$ cat config.mk
export PLATFORM = sky130hd
export DESIGN_NAME = uart_cfg_sequencer_flat
export DESIGN_NICKNAME = d
export VERILOG_FILES = /design/src/rtl/uart_cfg_sequencer_if.sv /design/src/rtl/uart_cfg_sequencer.sv /design/src/flat_wrapper.sv
export SDC_FILE = /design/constraint.sdc
export NUM_CORES = 1
export LEC_CHECK = 0
export BUFFER_PORTS_ARGS = -buffer_cell sky130_fd_sc_hd__buf_4
export CAP_MARGIN = 20
export CORE_MARGIN = 2
export CORE_UTILIZATION = 51
export DETAILED_ROUTE_END_ITERATION = 16
export PLACE_DENSITY = 0.78
export SYNTH_ARGS = -nofsm -noshare
export SYNTH_HDL_FRONTEND = slang
export SYNTH_SLANG_ARGS = --single-unit
$ cat constraint.sdc
create_clock -name clk_16bd -period 2.4 [get_ports clk_16bd]
set_clock_uncertainty 0.15 [all_clocks]
set_input_delay 0.48 -clock clk_16bd [delete_from_list [all_inputs] [get_ports clk_16bd]]
set_output_delay 0.48 -clock clk_16bd [all_outputs]
set_load 0.03 [all_outputs]
$ cat src/rtl/uart_cfg_sequencer_if.sv
// ============================================================================
//  Module   : uart_cfg_sequencer_if
//  Purpose  : Groups the host write-request channel and the regfile
//             valid/address/data/ack channel used by uart_cfg_sequencer.
//  Signals  : host_req/host_addr/host_data -> sequencer, host_done <- sequencer
//             cfg_valid/cfg_addr/cfg_data <- sequencer, cfg_ack -> sequencer
//  Modports : master = sequencer side, slave = host + regfile side
//  Revision : 1.0  initial release
// ============================================================================
`default_nettype none

interface uart_cfg_sequencer_if;
  logic       host_req;
  logic [3:0] host_addr;
  logic [3:0] host_data;
  logic       host_done;
  logic       cfg_valid;
  logic [3:0] cfg_addr;
  logic [3:0] cfg_data;
  logic       cfg_ack;

  modport master (
    input  host_req, host_addr, host_data, cfg_ack,
    output host_done, cfg_valid, cfg_addr, cfg_data
  );

  modport slave (
    output host_req, host_addr, host_data, cfg_ack,
    input  host_done, cfg_valid, cfg_addr, cfg_data
  );
endinterface

`default_nettype wire

$ cat src/rtl/uart_cfg_sequencer.sv
// ============================================================================
//  Module   : uart_cfg_sequencer
//  Purpose  : Configuration controller for the UART regfile write port.
//             After reset and on every accepted start pulse it writes the
//             four default framing registers (addr 0..3); otherwise it
//             grants single host write requests onto the same port.
//  Ports    : clk_16bd     16x baud clock (sole clock)
//             rst          synchronous active-high reset
//             start        one-cycle pulse, re-runs the boot sequence
//             bus          host request + regfile handshake (master modport)
//             busy         high whenever not idle
//             boot_done    set when a boot sequence completes
//             timeout_err  sticky ack-timeout flag
//             shadow_cfg   last written framing fields (optional)
//  Options  : UART_CFG_SHADOW_EN enables the shadow_cfg register; when
//             undefined shadow_cfg is tied to zero.
//  Revision : 1.0  initial release
// ============================================================================
`default_nettype none

module uart_cfg_sequencer #(
  parameter logic       DEF_PARITY      = 1'b0,
  parameter logic       DEF_PARITY_TYPE = 1'b0,
  parameter logic       DEF_STOP_BITS   = 1'b0,
  parameter logic [3:0] DEF_FRAME_LEN   = 4'd8,
  parameter int         ACK_TIMEOUT     = 15
) (
  input  wire                   clk_16bd,
  input  wire                   rst,
  input  wire                   start,
  uart_cfg_sequencer_if.master  bus,
  output logic                  busy,
  output logic                  boot_done,
  output logic                  timeout_err,
  output logic [15:0]           shadow_cfg
);

  // Last count value before the write is abandoned: valid stays high for
  // exactly ACK_TIMEOUT cycles when no ack arrives.
  localparam logic [7:0] TMO_LAST = 8'(ACK_TIMEOUT - 1);

  typedef enum logic [2:0] {
    S_IDLE  = 3'd0,
    S_BOOT  = 3'd1,
    S_BWAIT = 3'd2,
    S_GAP   = 3'd3,
    S_HOST  = 3'd4,
    S_HWAIT = 3'd5
  } state_t;

  state_t     state, state_nx;
  logic [2:0] index, index_nx;
  logic [7:0] tmo_cnt, tmo_cnt_nx;
  logic       valid_q, valid_nx;
  logic [3:0] addr_q, addr_nx;
  logic [3:0] data_q, data_nx;
  logic       host_done_q, host_done_nx;
  logic       host_mode, host_mode_nx;     // current write came from the host
  logic       start_pend, start_pend_nx;   // start seen during a host write
  logic       boot_done_q, boot_done_nx;
  logic       timeout_err_q, timeout_err_nx;
  logic [3:0] boot_data;
  logic       xfer_end;

  always_comb begin
    case (index[1:0])
      2'd0:    boot_data = {3'b000, DEF_PARITY};
      2'd1:    boot_data = {3'b000, DEF_PARITY_TYPE};
      2'd2:    boot_data = {3'b000, DEF_STOP_BITS};
      default: boot_data = DEF_FRAME_LEN;
    endcase
  end

  // A write finishes on ack or when the timeout count is exhausted.
  // Ack is only meaningful while valid is high.
  assign xfer_end = valid_q && (bus.cfg_ack || (tmo_cnt == TMO_LAST));

  always_ff @(posedge clk_16bd) begin
    if (rst) begin
      state         <= S_BOOT;
      index         <= 3'd0;
      tmo_cnt       <= 8'd0;
      valid_q       <= 1'b0;
      addr_q        <= 4'd0;
      data_q        <= 4'd0;
      host_done_q   <= 1'b0;
      host_mode     <= 1'b0;
      start_pend    <= 1'b0;
      boot_done_q   <= 1'b0;
      timeout_err_q <= 1'b0;
    end else begin
      state         <= state_nx;
      index         <= index_nx;
      tmo_cnt       <= tmo_cnt_nx;
      valid_q       <= valid_nx;
      addr_q        <= addr_nx;
      data_q        <= data_nx;
      host_done_q   <= host_done_nx;
      host_mode     <= host_mode_nx;
      start_pend    <= start_pend_nx;
      boot_done_q   <= boot_done_nx;
      timeout_err_q <= timeout_err_nx;
    end
  end

  always_comb begin
    state_nx       = state;
    index_nx       = index;
    tmo_cnt_nx     = tmo_cnt;
    valid_nx       = valid_q;
    addr_nx        = addr_q;
    data_nx        = data_q;
    host_done_nx   = 1'b0;
    host_mode_nx   = host_mode;
    start_pend_nx  = start_pend;
    boot_done_nx   = boot_done_q;
    timeout_err_nx = timeout_err_q;

    case (state)
      S_IDLE: begin
        if (start || start_pend) begin
          state_nx       = S_BOOT;
          index_nx       = 3'd0;
          start_pend_nx  = 1'b0;
          boot_done_nx   = 1'b0;
          timeout_err_nx = 1'b0;
        end else if (bus.host_req) begin
          state_nx = S_HOST;
        end
      end
      S_BOOT: begin
        valid_nx   = 1'b1;
        addr_nx    = {2'b00, index[1:0]};
        data_nx    = boot_data;
        tmo_cnt_nx = 8'd0;
        state_nx   = S_BWAIT;
      end
      S_BWAIT: begin
        if (xfer_end) begin
          valid_nx = 1'b0;
          index_nx = index + 3'd1;
          if (!bus.cfg_ack) timeout_err_nx = 1'b1;
          state_nx = S_GAP;
        end else begin
          tmo_cnt_nx = tmo_cnt + 8'd1;
        end
      end
      S_GAP: begin
        if (host_mode) begin
          host_mode_nx = 1'b0;
          state_nx     = S_IDLE;
        end else if (index < 3'd4) begin
          state_nx = S_BOOT;
        end else begin
          boot_done_nx = 1'b1;
          state_nx     = S_IDLE;
        end
      end
      S_HOST: begin
        valid_nx     = 1'b1;
        addr_nx      = bus.host_addr;
        data_nx      = bus.host_data;
        tmo_cnt_nx   = 8'd0;
        host_mode_nx = 1'b1;
        state_nx     = S_HWAIT;
      end
      S_HWAIT: begin
        if (xfer_end) begin
          valid_nx     = 1'b0;
          host_done_nx = 1'b1;
          if (!bus.cfg_ack) timeout_err_nx = 1'b1;
          state_nx = S_GAP;
        end else begin
          tmo_cnt_nx = tmo_cnt + 8'd1;
        end
      end
      default: state_nx = S_IDLE;
    endcase

    // A start that lands anywhere in a host write is remembered and
    // taken at the next IDLE; starts during boot are dropped.
    if (start && ((state == S_HOST) || (state == S_HWAIT) ||
                  ((state == S_GAP) && host_mode)))
      start_pend_nx = 1'b1;
  end

  assign bus.cfg_valid = valid_q;
  assign bus.cfg_addr  = addr_q;
  assign bus.cfg_data  = data_q;
  assign bus.host_done = host_done_q;
  assign busy          = (state != S_IDLE);
  assign boot_done     = boot_done_q;
  assign timeout_err   = timeout_err_q;

`ifdef UART_CFG_SHADOW_EN
  // Mirrors the last write (acked or timed out) to addresses 0..3.
  logic [15:0] shadow_q;

  always_ff @(posedge clk_16bd) begin
    if (rst) begin
      shadow_q <= 16'h0000;
    end else if (xfer_end && (addr_q[3:2] == 2'b00)) begin
      case (addr_q[1:0])
        2'd0:    shadow_q[0]   <= data_q[0];
        2'd1:    shadow_q[1]   <= data_q[0];
        2'd2:    shadow_q[2]   <= data_q[0];
        default: shadow_q[7:4] <= data_q;
      endcase
    end
  end

  assign shadow_cfg = shadow_q;
`else
  assign shadow_cfg = 16'h0000;
`endif

endmodule

`default_nettype wire
$ cat src/flat_wrapper.sv
// flat-port wrapper written by rule: the top's interface ports become plain ports
module uart_cfg_sequencer_flat 
#(
  parameter logic       DEF_PARITY      = 1'b0,
  parameter logic       DEF_PARITY_TYPE = 1'b0,
  parameter logic       DEF_STOP_BITS   = 1'b0,
  parameter logic [3:0] DEF_FRAME_LEN   = 4'd8,
  parameter int         ACK_TIMEOUT     = 15
)
  (clk_16bd, rst, start, busy, boot_done, timeout_err, shadow_cfg, bus_host_req, bus_host_addr, bus_host_data, bus_cfg_ack, bus_host_done, bus_cfg_valid, bus_cfg_addr, bus_cfg_data);
  uart_cfg_sequencer_if bus_i ();
  input  wire clk_16bd;
  input  wire rst;
  input  wire start;
  output logic busy;
  output logic boot_done;
  output logic timeout_err;
  output logic [15:0] shadow_cfg;
  input wire logic [$bits(bus_i.host_req)-1:0] bus_host_req;
  input wire logic [$bits(bus_i.host_addr)-1:0] bus_host_addr;
  input wire logic [$bits(bus_i.host_data)-1:0] bus_host_data;
  input wire logic [$bits(bus_i.cfg_ack)-1:0] bus_cfg_ack;
  output wire logic [$bits(bus_i.host_done)-1:0] bus_host_done;
  output wire logic [$bits(bus_i.cfg_valid)-1:0] bus_cfg_valid;
  output wire logic [$bits(bus_i.cfg_addr)-1:0] bus_cfg_addr;
  output wire logic [$bits(bus_i.cfg_data)-1:0] bus_cfg_data;
  assign bus_i.host_req = bus_host_req;
  assign bus_i.host_addr = bus_host_addr;
  assign bus_i.host_data = bus_host_data;
  assign bus_i.cfg_ack = bus_cfg_ack;
  assign bus_host_done = bus_i.host_done;
  assign bus_cfg_valid = bus_i.cfg_valid;
  assign bus_cfg_addr = bus_i.cfg_addr;
  assign bus_cfg_data = bus_i.cfg_data;
  uart_cfg_sequencer #(.DEF_PARITY(DEF_PARITY), .DEF_PARITY_TYPE(DEF_PARITY_TYPE), .DEF_STOP_BITS(DEF_STOP_BITS), .DEF_FRAME_LEN(DEF_FRAME_LEN), .ACK_TIMEOUT(ACK_TIMEOUT)) u_core (.clk_16bd(clk_16bd), .rst(rst), .start(start), .bus(bus_i), .busy(busy), .boot_done(boot_done), .timeout_err(timeout_err), .shadow_cfg(shadow_cfg));
endmodule
# [Word level (Yosys, flattened, before mapping)]
# Cells that the tools add are included.
# Widths: inputs -> output; s select.
[totals] regBits=28 inputBits=13 elab_cells=87
[classes] reduce_logical=29 magnitude_cmp=1 muxes=27 add_sub_neg=2 n_eq_ne=16 bitwise=1
[op_table] cell="$mux 3" n=6
[op_table] cell="$pmux 4 s2" n=2
[op_table] cell="$pmux 8 s2" n=1
[op_table] cell="$reduce_bool 2->1" n=8
[op_table] cell="$pmux 3 s5" n=1
[op_table] cell="$mux 1" n=10
[op_table] cell="$add 8x1->8 const B" n=1
[op_table] cell="$eq 8x4->1 const B" n=1
[op_table] cell="$mux 8" n=1
[op_table] cell="$ne 2x2->1 const B" n=4
[op_table] cell="$pmux 1 s2" n=4
[op_table] cell="$reduce_and 2->1" n=4
[op_table] cell="$reduce_and 4->1" n=2
[op_table] cell="$eq 3x2->1 const B" n=2
[op_table] cell="$eq 3x3->1 const B" n=2
[op_table] cell="$ne 2x1->1 const B" n=3
[op_table] cell="$pmux 3 s2" n=1
[op_table] cell="$reduce_or 2->1" n=3
[op_table] cell="$logic_or 1x1->1" n=4
[op_table] cell="$mux 4" n=1
[op_table] cell="$add 3x1->3 const B" n=1
[op_table] cell="$eq 3x1->1 const B" n=1
[op_table] cell="$logic_and 1x1->1" n=3
[op_table] cell="$logic_not 3->1" n=1
[op_table] cell="9 further kinds" n=9

# [Depth between registers and ports, before layout]
# Gate-level depths: netlist of run 1.
[logic_depth] ltp_word=6 ltp_mapped=7

# [Worst setup path before layout of run 1]
# OpenSTA, ideal clock, no wires.
[synth_path] kind="register -> register" start="register u_core.state[1]" end="register u_core.index[2]" path_stages_with_launch=6 setup_time_ps=122 required_time_ps=2128 setup_slack_ps=423 period_less_slack_ps=1977 arrival_ps=1705 path_cell_list="dfxtp_1 -> or3_1 -> or2_0 -> clkbuf_1 -> a21boi_0 -> a311o_1"
[synth_between] elab_chain_len=3 elab_cells_between_ends=7 classes_between="eq/ne (3); mux (1); reduce/logical (3)"
[synth_rtl] item="start: declaration" line="uart_cfg_sequencer.sv:51" rtl="state_t state, state_nx;"
[synth_rtl] item="start signal: assignment" line="uart_cfg_sequencer.sv:92" rtl="state <= state_nx;"
[synth_rtl] item="$eq 3x2->1 / $logic_not 3->1 (equally long branches)" line="uart_cfg_sequencer.sv:119" rtl="case (state)"
[synth_rtl] item="$ne 2x1->1 (no source line) / $reduce_bool 2->1 (equally long branches)"
[synth_rtl] item="$reduce_and 3->1 (no source line)"
[synth_rtl] item="end signal: assignment" line="uart_cfg_sequencer.sv:93" rtl="index <= index_nx;"
[synth_rtl] item="end: declaration" line="uart_cfg_sequencer.sv:52" rtl="logic [2:0] index, index_nx;"
# Parallel ways exist; a longest one is shown, timed or not.
# A chain may end at the register's enable or synchronous reset.

# [Worst setup path in the final report of run 1]
[layout_path] start="register u_core.tmo_cnt[0]" end="register u_core.tmo_cnt[5]"
[layout_between] elab_chain_len=5 elab_cells_between_ends=8 classes_between="add/sub (1); eq/ne (2); mux (2); reduce/logical (3)"
[layout_rtl] item="start: declaration" line="uart_cfg_sequencer.sv:53" rtl="logic [7:0] tmo_cnt, tmo_cnt_nx;"
[layout_rtl] item="start signal: assignment" line="uart_cfg_sequencer.sv:94" rtl="tmo_cnt <= tmo_cnt_nx;"
[layout_rtl] item="branches (longest 5 deep; another with $add 8x1->8)"
# Parallel ways; which one is timed is not known. The select of a mux whose other input is x is not followed.

==> flow_metrics.py, run 1 <==
metrics = {
    "floorplan": {
        "core_um2": 2781,
        "start_util_pct": 54.21,
        "fp-row-count": 19,
        "fp.dieW_um": 58.37,
        "die_area_um2": 3407,
        "io_pins": 42,
        "die_h_um": 58.37,
    },
    "sta": {
        "finalHoldViolCount": 0,
        "hold_ws_ns": 0.2510,
        "fin_crit_ns": 2.204,
        "slew_headroom_pct": 63.08,
        "tightest_slew_ns": 0.5526,
        "fmax_ghz": 0.4536,
        "setup_viol_count_final": 0,
        "rsz0062_at_grt": "no",
        "min_period_over_period_pct": 91.85,
        "fin_setup_tns_ns": 0,
        "maxSlewViolCount": 0,
    },
    "grt": {
        "grt_pass1_vias": 1266,
        "grt_start_max_net_pins": 29,
        "use_met1_pct": 24.55,
        "grtUsageTotal_pct": 19.00,
        "grt_overflow": 0,
        "met3_usage_pct": 2.418,
        "antenna_found_initial": 0,
        "grt-busiest-layer": "met2",
        "grt_pass1_wl_um": 5209,
        "use_met2_pct": 32.74,
    },
    "power": {
        "clkPwrFrac_pct": 22.0,
        "max-vdd-ir-drop_uv": 420.4,
        "swShare_pct": 33.49,
        "p_switching_mw": 0.3419,
        "power_density_nw_per_um2": 591.6,
        "power.share.sequential_pct": 49.1,
        "power_leakage_nw": 0.6949,
        "comb_power_share_pct": 28.9,
        "internal_power_mw": 0.6789,
    },
    "hold_path": {
        "hp-class": "in -> reg",
    },
    "synth": {
        "async_flop_share_pct": 0,
        "avgSynthCellArea_um2": 8.284,
        "synth_cells": 182,
        "synth_common_cells": "dfxtp_1, a21oi_1, buf_4, nand3_1, nor2_1",
        "synth.most_common_cell": "dfxtp_1",
        "synth_area_leaders": "dfxtp_1, buf_4, a21oi_1",
        "ys_ff_latch": 28,
        "synth_edf_count": 0,
        "yosysWarnings": 0,
        "ys_types": 48,
        "synth_top_cell_area_share_pct": 37.18,
        "yosysSeqAreaShare_pct": 37.18,
        "syn_area_um2": 1508,
        "ys.flop_type": "dfxtp_1",
        "yosys.area.top_type": "dfxtp_1",
    },
    "detailed_routing": {
        "routedWlPerCell_um": 13.45,
        "ant_nets": 0,
        "firstDrtPassIters": 5,
        "drt-vias-per-instance": 5.849,
        "drt_iter0_drc": 95,
        "drc": 0,
        "vias": 1398,
        "drt_wl_total_um": 3214,
    },
    "setup_path": {
        "crit_path_end_kind": "register",
        "critical_path_class": "reg -> reg",
        "cp-start-kind": "register",
        "critPathMaxFanout": 9,
        "critPathRequiredTime_ns": 2.50,
        "arrival_ns": 2.30,
    },
    "placed_design": {
        "place_hpwl_um": 2372,
        "gp_congestion": 0.9211,
        "place_inst": 235,
        "place_area_um2": 1689,
        "port_buffers": 25,
    },
    "clock_tree": {
        "cts.path.max_buffers": 2,
        "cts_hold_buf": 0,
        "clkSinkCount": 28,
        "root_buffer": "clkbuf_4",
        "clk_pin_slew_ns": 0.15,
        "cts_setup_buffers": 0,
        "tritoncts": "yes",
        "cts_made_buffers": 3,
        "htree_levels": 1,
        "clock_latency_ns": 0.32,
        "post_cts_resized": 0,
    },
    "cells_and_area": {
        "fin_area_um2": 1725,
        "final_cells": 239,
        "drive_gt1_share_pct": 19.23,
        "diodes": 0,
        "final_nets": 225,
        "area_growth_pct": 14.44,
        "utilization_pct": 62.03,
    },
    "job": {
        "drv_cap": 0,
    },
    "outcome": {
        "status": "complete, no violations",
    },
}
flip-flops by register name, summed over array words and instances (netlist names), 3 cells and up:
name                 flops
u_core.bus.cfg_addr      4
u_core.bus.cfg_data      4
u_core.tmo_cnt           8
u_core.state             3
u_core.index             3
cell families (layout without fill, tap and decap cells):
kind of cell,after synthesis,after routing,synth area share (%)
simple gates,66,66,24.65
flops,28,28,37.18
buf+inv,30,41,11.70
fa+ha+maj,3,3,2.490
other cells,1,16,0.2487
compound gates,54,54,23.74
layout make-up:
type                    count  area, µm²
fillers                   251       1056
multi-input cells         139      827.0
repair buffers             33      247.7
flip-flops and latches     28      560.5
clock buffers               4      36.28
well taps                  31      38.79
inverters                   4      15.01
metrics by stage:
| step | power [mW] | worst slack (ns) |
|---|---|---|
| 3_3_place_gp | 0.7990 | 0.3503 |
| 4_1_cts | 1.028 | 0.2081 |
| 2_1_floorplan | 0.7312 | 0.4230 |
| 6_report | 1.021 | 0.1956 |
| 5_1_grt | 1.075 | 0.09738 |
| 3_5_place_dp | 0.8015 | 0.2445 |
path summary, 6_finish.rpt:
| check | start | cells after the start | slack (ns) | endpoint |
|---|---|---|---|---|
| max | u_core.tmo_cnt[0] | 6 | 0.20 | u_core.tmo_cnt[5] |
| min | bus_host_data[1] | 3 | 0.25 | u_core.bus.cfg_data[1] |
| max reg2reg | u_core.tmo_cnt[0] | 6 | 0.20 | u_core.tmo_cnt[5] |
| min reg2reg | u_core.timeout_err | 2 | 0.32 | u_core.timeout_err |
power by group through the flow:
stage,Sequential [mW],Clock (mW),Combinational [mW]
CTS,0.501,0.235,0.292
global placement,0.510,0,0.289
floorplan,0.525,0,0.207
finish,0.502,0.225,0.295
global route,0.504,0.252,0.320
detailed placement,0.511,0,0.291
layer usage:
layer	wire length (µm)	part of all wire, %	vias to the layer above
met4	0	0	0
met5	0	0	-
met3	176	5.5	0
met1	1470	46	651
li1	-	-	693
met2	1567	49	54
placed cells by master (no fill, tap or decap), drive strengths merged, types with 6 or more instances in the layout:
master  count
dfxtp      28
nor2       12
nand3      12
buf        33
conb       16
a22oi       8
o21ai       7
nand2       8
a21oi      18
or3         6
worst max-delay path, stage by stage (launching register included):
cell and delay [ns]:
dfxtp_1 0.46, inv_1 0.07, ha_1 0.19, and4b_1 0.24
a221o_1 0.45, or3_1 0.38, a31oi_1 0.20
No activity file was read; power rests on OpenSTA's default activity.
==> run 2, diff against run 1 <==
- CORE_UTILIZATION: 51 -> 46
- PLACE_DENSITY: 0.78 -> 0.75
- REMOVE_ABC_BUFFERS: default -> 1
- clock period: 2.4 -> 1.8 ns (I/O delays scaled with it)
==> flow_metrics.py, run 2 (same netlist as run 1, synthesis figures left out) <==
metrics = {
    "detailed_routing": {
        "vias": 1519,
        "drc": 0,
        "firstDrtPassIters": 4,
        "drt_iter0_drc": 68,
        "drt_wl_total_um": 3933,
        "drt-vias-per-instance": 5.484,
        "routedWlPerCell_um": 14.20,
        "ant_nets": 0,
    },
    "sta": {
        "tightest_slew_ns": 0.5953,
        "rsz0062_at_grt": "yes",
        "fin_ws_ns": -0.1302,
        "min_period_over_period_pct": 107.2,
        "slew_headroom_pct": 59.29,
        "finalHoldViolCount": 0,
        "fmax_ghz": 0.5181,
        "fin_crit_ns": 1.930,
        "maxSlewViolCount": 0,
        "setup_viol_count_final": 10,
    },
    "power": {
        "power_leakage_nw": 0.8630,
        "clkPwrFrac_pct": 24.9,
        "power.share.sequential_pct": 40.3,
        "p_switching_mw": 0.5301,
        "swShare_pct": 31.96,
        "p_total_mw": 1.659,
        "max-vdd-ir-drop_uv": 512.5,
        "comb_power_share_pct": 34.8,
        "power_density_nw_per_um2": 799.6,
        "internal_power_mw": 1.129,
    },
    "outcome": {
        "violations": "setup timing",
        "status": "complete, but fails checks",
    },
    "grt": {
        "antenna_found_initial": 0,
        "grt_start_max_net_pins": 29,
        "grt_pass1_vias": 1300,
        "grt_pass1_wl_um": 5733,
        "grtUsageTotal_pct": 20.10,
        "grt_overflow": 0,
    },
    "clock_tree": {
        "htree_levels": 1,
        "tritoncts": "yes",
        "clkSinkCount": 28,
        "cts.path.max_buffers": 2,
        "clock_latency_ns": 0.33,
        "clk_pin_slew_ns": 0.16,
        "root_buffer": "clkbuf_4",
        "cts_hold_buf": 0,
        "cts_made_buffers": 3,
    },
    "cells_and_area": {
        "diodes": 0,
        "final_common_cell": "buf_4",
        "most-common-layout-cells": "buf_4, dfxtp_1, a21oi_1, conb_1, nor2_1",
        "fin_area_um2": 2074,
        "final_nets": 250,
        "largest_reg_flops": 8,
        "drive_gt1_share_pct": 36.91,
        "area_growth_pct": 37.59,
        "fill_cells": 251,
        "largest_register": "u_core.tmo_cnt",
    },
    "setup_path": {
        "critPathMaxFanout": 10,
        "crit_path_end_kind": "output port",
        "critical_path_class": "reg -> out",
        "reg2reg_depth": 6,
        "critPathCapture": "busy",
        "cp-startpoint": "u_core.state[2]",
        "critPathRequiredTime_ns": 1.29,
        "r2r_start": "u_core.state[1]",
        "r2r-end": "u_core.tmo_cnt[4]",
        "arrival_ns": 1.42,
        "rrSetupSlack_ns": -0.05,
        "cp-start-kind": "register",
    },
    "placed_design": {
        "gp_congestion": 0.8741,
        "port_buffers": 25,
        "place_hpwl_um": 2770,
        "place_area_um2": 1863,
    },
    "floorplan": {
        "core_um2": 3078,
        "die_area_um2": 3752,
        "die_h_um": 61.25,
        "fp-row-count": 20,
        "start_util_pct": 48.98,
        "fp.dieW_um": 61.25,
        "io_pins": 42,
    },
    "hold_path": {
        "hp-class": "in -> reg",
        "min_from": "bus_host_addr[3]",
    },
    "job": {
        "drv_cap": 0,
    },
}
run 2: metrics by stage:
step | hold WS, ns | setup TNS (ns) | setup WS (ns) | utilization [%] | instances
floorplan | 0.2791 | -2.247 | -0.3728 | - | 171
global placement | 0.2941 | -0.1006 | -0.03559 | 60.53 | 269
detailed placement | 0.3022 | -0.3870 | -0.1277 | 60.53 | 269
CTS | 0.1063 | -0.4121 | -0.1368 | 63.37 | 274
global route | 0.1012 | -1.082 | -0.1817 | 67.40 | 277
finish | 0.1108 | -0.4753 | -0.1302 | 67.40 | 277
run 2: power groups by stage:
stage	sequential (mW)	clock [mW]	combinational, mW
2_1_floorplan	0.715	0	0.209
3_3_place_gp	0.674	0	0.468
3_5_place_dp	0.675	0	0.477
4_1_cts	0.666	0.423	0.500
5_1_grt	0.672	0.449	0.616
6_report	0.669	0.413	0.576
run 2: how the worst min path moves through the flow:
stage                     slack [ns]                endpoint  depth (start not counted)
after floorplan                 0.28  u_core.bus.cfg_addr[0]                          1
after CTS                       0.11  u_core.bus.cfg_addr[2]                          3
after global routing            0.10  u_core.bus.cfg_addr[3]                          3
final                           0.11  u_core.bus.cfg_addr[3]                          3
after detailed placement        0.30  u_core.bus.cfg_addr[1]                          2
after global placement          0.29  u_core.bus.cfg_data[3]                          2
run 2: timing repair:
action	CTS	global route
gates cloned	0	0
pin swaps	5	16
resized for setup	10	27
setup buffers	1	3
setup endpoints to repair	8	16
run 2: layout make-up:
cell class	instances	area (µm²)	share of cell area [%]
multi-input cells	139	912.1	43.97
flip-flops and latches	28	566.8	27.32
repair buffers	58	473.0	22.80
well taps	44	55.05	2.654
clock inverters	1	30.03	1.448
clock buffers	3	22.52	1.086
inverters	4	15.01	0.7238
run 2: worst max-delay path, stage by stage (launching register included):
cell and delay, ns:
dfxtp_1 0.35, buf_4 0.17, or3_4 0.33, buf_6 0.12, buf_6 0.12
run 2: metal layers:
layer  GRT usage (%)  share of wire (%)
met5               0                  0
met4           6.522                2.3
met3           3.992                5.5
met2           33.74                 49
met1           25.91                 43
==> run 3, diff against run 2 <==
- CORE_UTILIZATION: 46 -> 51
- PLACE_DENSITY: 0.75 -> 0.78
- RECOVER_POWER: default -> 100
- clock period: 1.8 -> 2.15 ns (I/O delays scaled with it)
==> flow_metrics.py, run 3 (same netlist as run 1, synthesis figures left out) <==
metrics = {
    "placed_design": {
        "place_ws_ns": 0.09270,
        "place_hpwl_um": 2565,
        "gp_congestion": 0.8303,
        "port_buffers": 25,
        "place_inst": 241,
        "place_area_um2": 1734,
    },
    "detailed_routing": {
        "dr_wl_met2_um": 1755,
        "vias": 1449,
        "firstDrtPassIters": 6,
        "drt_iter0_drc": 63,
        "drt_wl_total_um": 3469,
        "drt-vias-per-instance": 5.914,
        "m1WireLength_um": 1464,
        "dr_wl_met3_um": 233,
        "drc": 0,
        "routedWlPerCell_um": 14.16,
        "highest_layer": "met4",
        "ant_nets": 0,
    },
    "cells_and_area": {
        "drive_gt1_share_pct": 14.49,
        "final_cells": 245,
        "largest_register": "u_core.tmo_cnt",
        "final_common_cell": "dfxtp_1",
        "diodes": 0,
        "fill_cells": 277,
        "utilization_pct": 61.94,
        "final_nets": 231,
        "fin_area_um2": 1723,
        "most-common-layout-cells": "dfxtp_1, buf_4, a21oi_1, conb_1, clkbuf_1",
        "largest_reg_flops": 8,
        "area_growth_pct": 14.27,
    },
    "floorplan": {
        "die_area_um2": 3407,
        "io_pins": 42,
        "core_um2": 2781,
        "start_util_pct": 54.21,
        "fp.dieW_um": 58.37,
        "die_h_um": 58.37,
        "fp-row-count": 19,
    },
    "hold_path": {
        "min_from": "bus_host_data[0]",
        "hp-class": "in -> reg",
    },
    "sta": {
        "min_period_over_period_pct": 93.97,
        "fin_crit_ns": 2.020,
        "maxSlewViolCount": 0,
        "fmax_ghz": 0.4950,
        "finalHoldViolCount": 0,
        "fin_ws_ns": 0.1296,
        "setup_viol_count_final": 0,
        "hold_ws_ns": 0.1912,
        "rsz0062_at_grt": "no",
        "fin_setup_tns_ns": 0,
    },
    "clock_tree": {
        "cts.path.max_buffers": 2,
        "clkSinkCount": 28,
        "htree_levels": 1,
        "cts_setup_buffers": 0,
        "tritoncts": "yes",
        "clock_latency_ns": 0.32,
        "cts_hold_buf": 0,
        "clk_pin_slew_ns": 0.15,
        "root_buffer": "clkbuf_4",
        "cts_made_buffers": 3,
    },
    "setup_path": {
        "crit_path_end_kind": "register",
        "critPathRequiredTime_ns": 2.27,
        "r2r_start": "u_core.state[1]",
        "critPathMaxFanout": 9,
        "cp-start-kind": "register",
        "arrival_ns": 2.14,
        "critical_path_class": "reg -> reg",
        "cp-startpoint": "u_core.state[1]",
    },
    "grt": {
        "grt_pass1_vias": 1232,
        "antenna_found_initial": 0,
        "grtUsageTotal_pct": 19.91,
        "grt_start_max_net_pins": 29,
        "grt_overflow": 0,
        "grt_pass1_wl_um": 5423,
    },
    "job": {
        "drv_cap": 0,
    },
    "power": {
        "power_leakage_nw": 0.6646,
        "p_total_mw": 1.238,
        "power_density_nw_per_um2": 718.4,
        "max-vdd-ir-drop_uv": 450.6,
    },
    "outcome": {
        "status": "complete, no violations",
    },
}
run 3: changes by cell type in the layout (fill, tap and decap cells not counted), moves of 3 or more:
cell,delta
o21ai_0,+3
dfxtp_1,+4
buf_4,-28
nand3_2,-3
buf_6,-8
dfxtp_2,-4
nand3_1,+3
clkbuf_1,+16
run 3: repair_timing:
item | in CTS | in global routing
resized for setup | 0 | 1
endpoints found under the hold margin | 0 | 0
endpoints found under the setup margin | 0 | 4
run 3: path summary, 6_finish.rpt:
kind / depth (start not counted) / slack (ns) / to
worst min register to register: 2 / 0.30 / u_core.timeout_err
worst min-delay path: 3 / 0.19 / u_core.bus.cfg_data[0]
worst max register to register: 4 / 0.13 / u_core.tmo_cnt[4]
worst max-delay path: 4 / 0.13 / u_core.tmo_cnt[4]
run 3: cell type report:
cell class / count / area [µm²] / area share (%)
inverters: 4 / 15.01 / 0.8715
clock inverters: 1 / 30.03 / 1.743
well taps: 31 / 38.79 / 2.251
flip-flops and latches: 28 / 561.8 / 32.61
clock buffers: 3 / 22.52 / 1.307
repair buffers: 39 / 227.7 / 13.22
multi-input cells: 139 / 827.0 / 48.00
run 3: routing by layer:
layer  vias to the layer above  GRT usage, %
met5                         -             0
li1                        704             -
met1                       678         26.56
met2                        65         34.51
met4                         0         3.987
met3                         2         2.637
run 3: where the power goes:
part / internal, mW / switching (mW)
clock network: 0.188 / 0.154
registers: 0.541 / 0.0285
logic: 0.112 / 0.214
total: 0.841 / 0.396
run 3: critical path, cell delays in order (launching register included):
cell and delay [ns]:
dfxtp_1 0.49, or3b_1 0.42, a221o_1 0.39, or3_1 0.36, a31oi_1 0.17
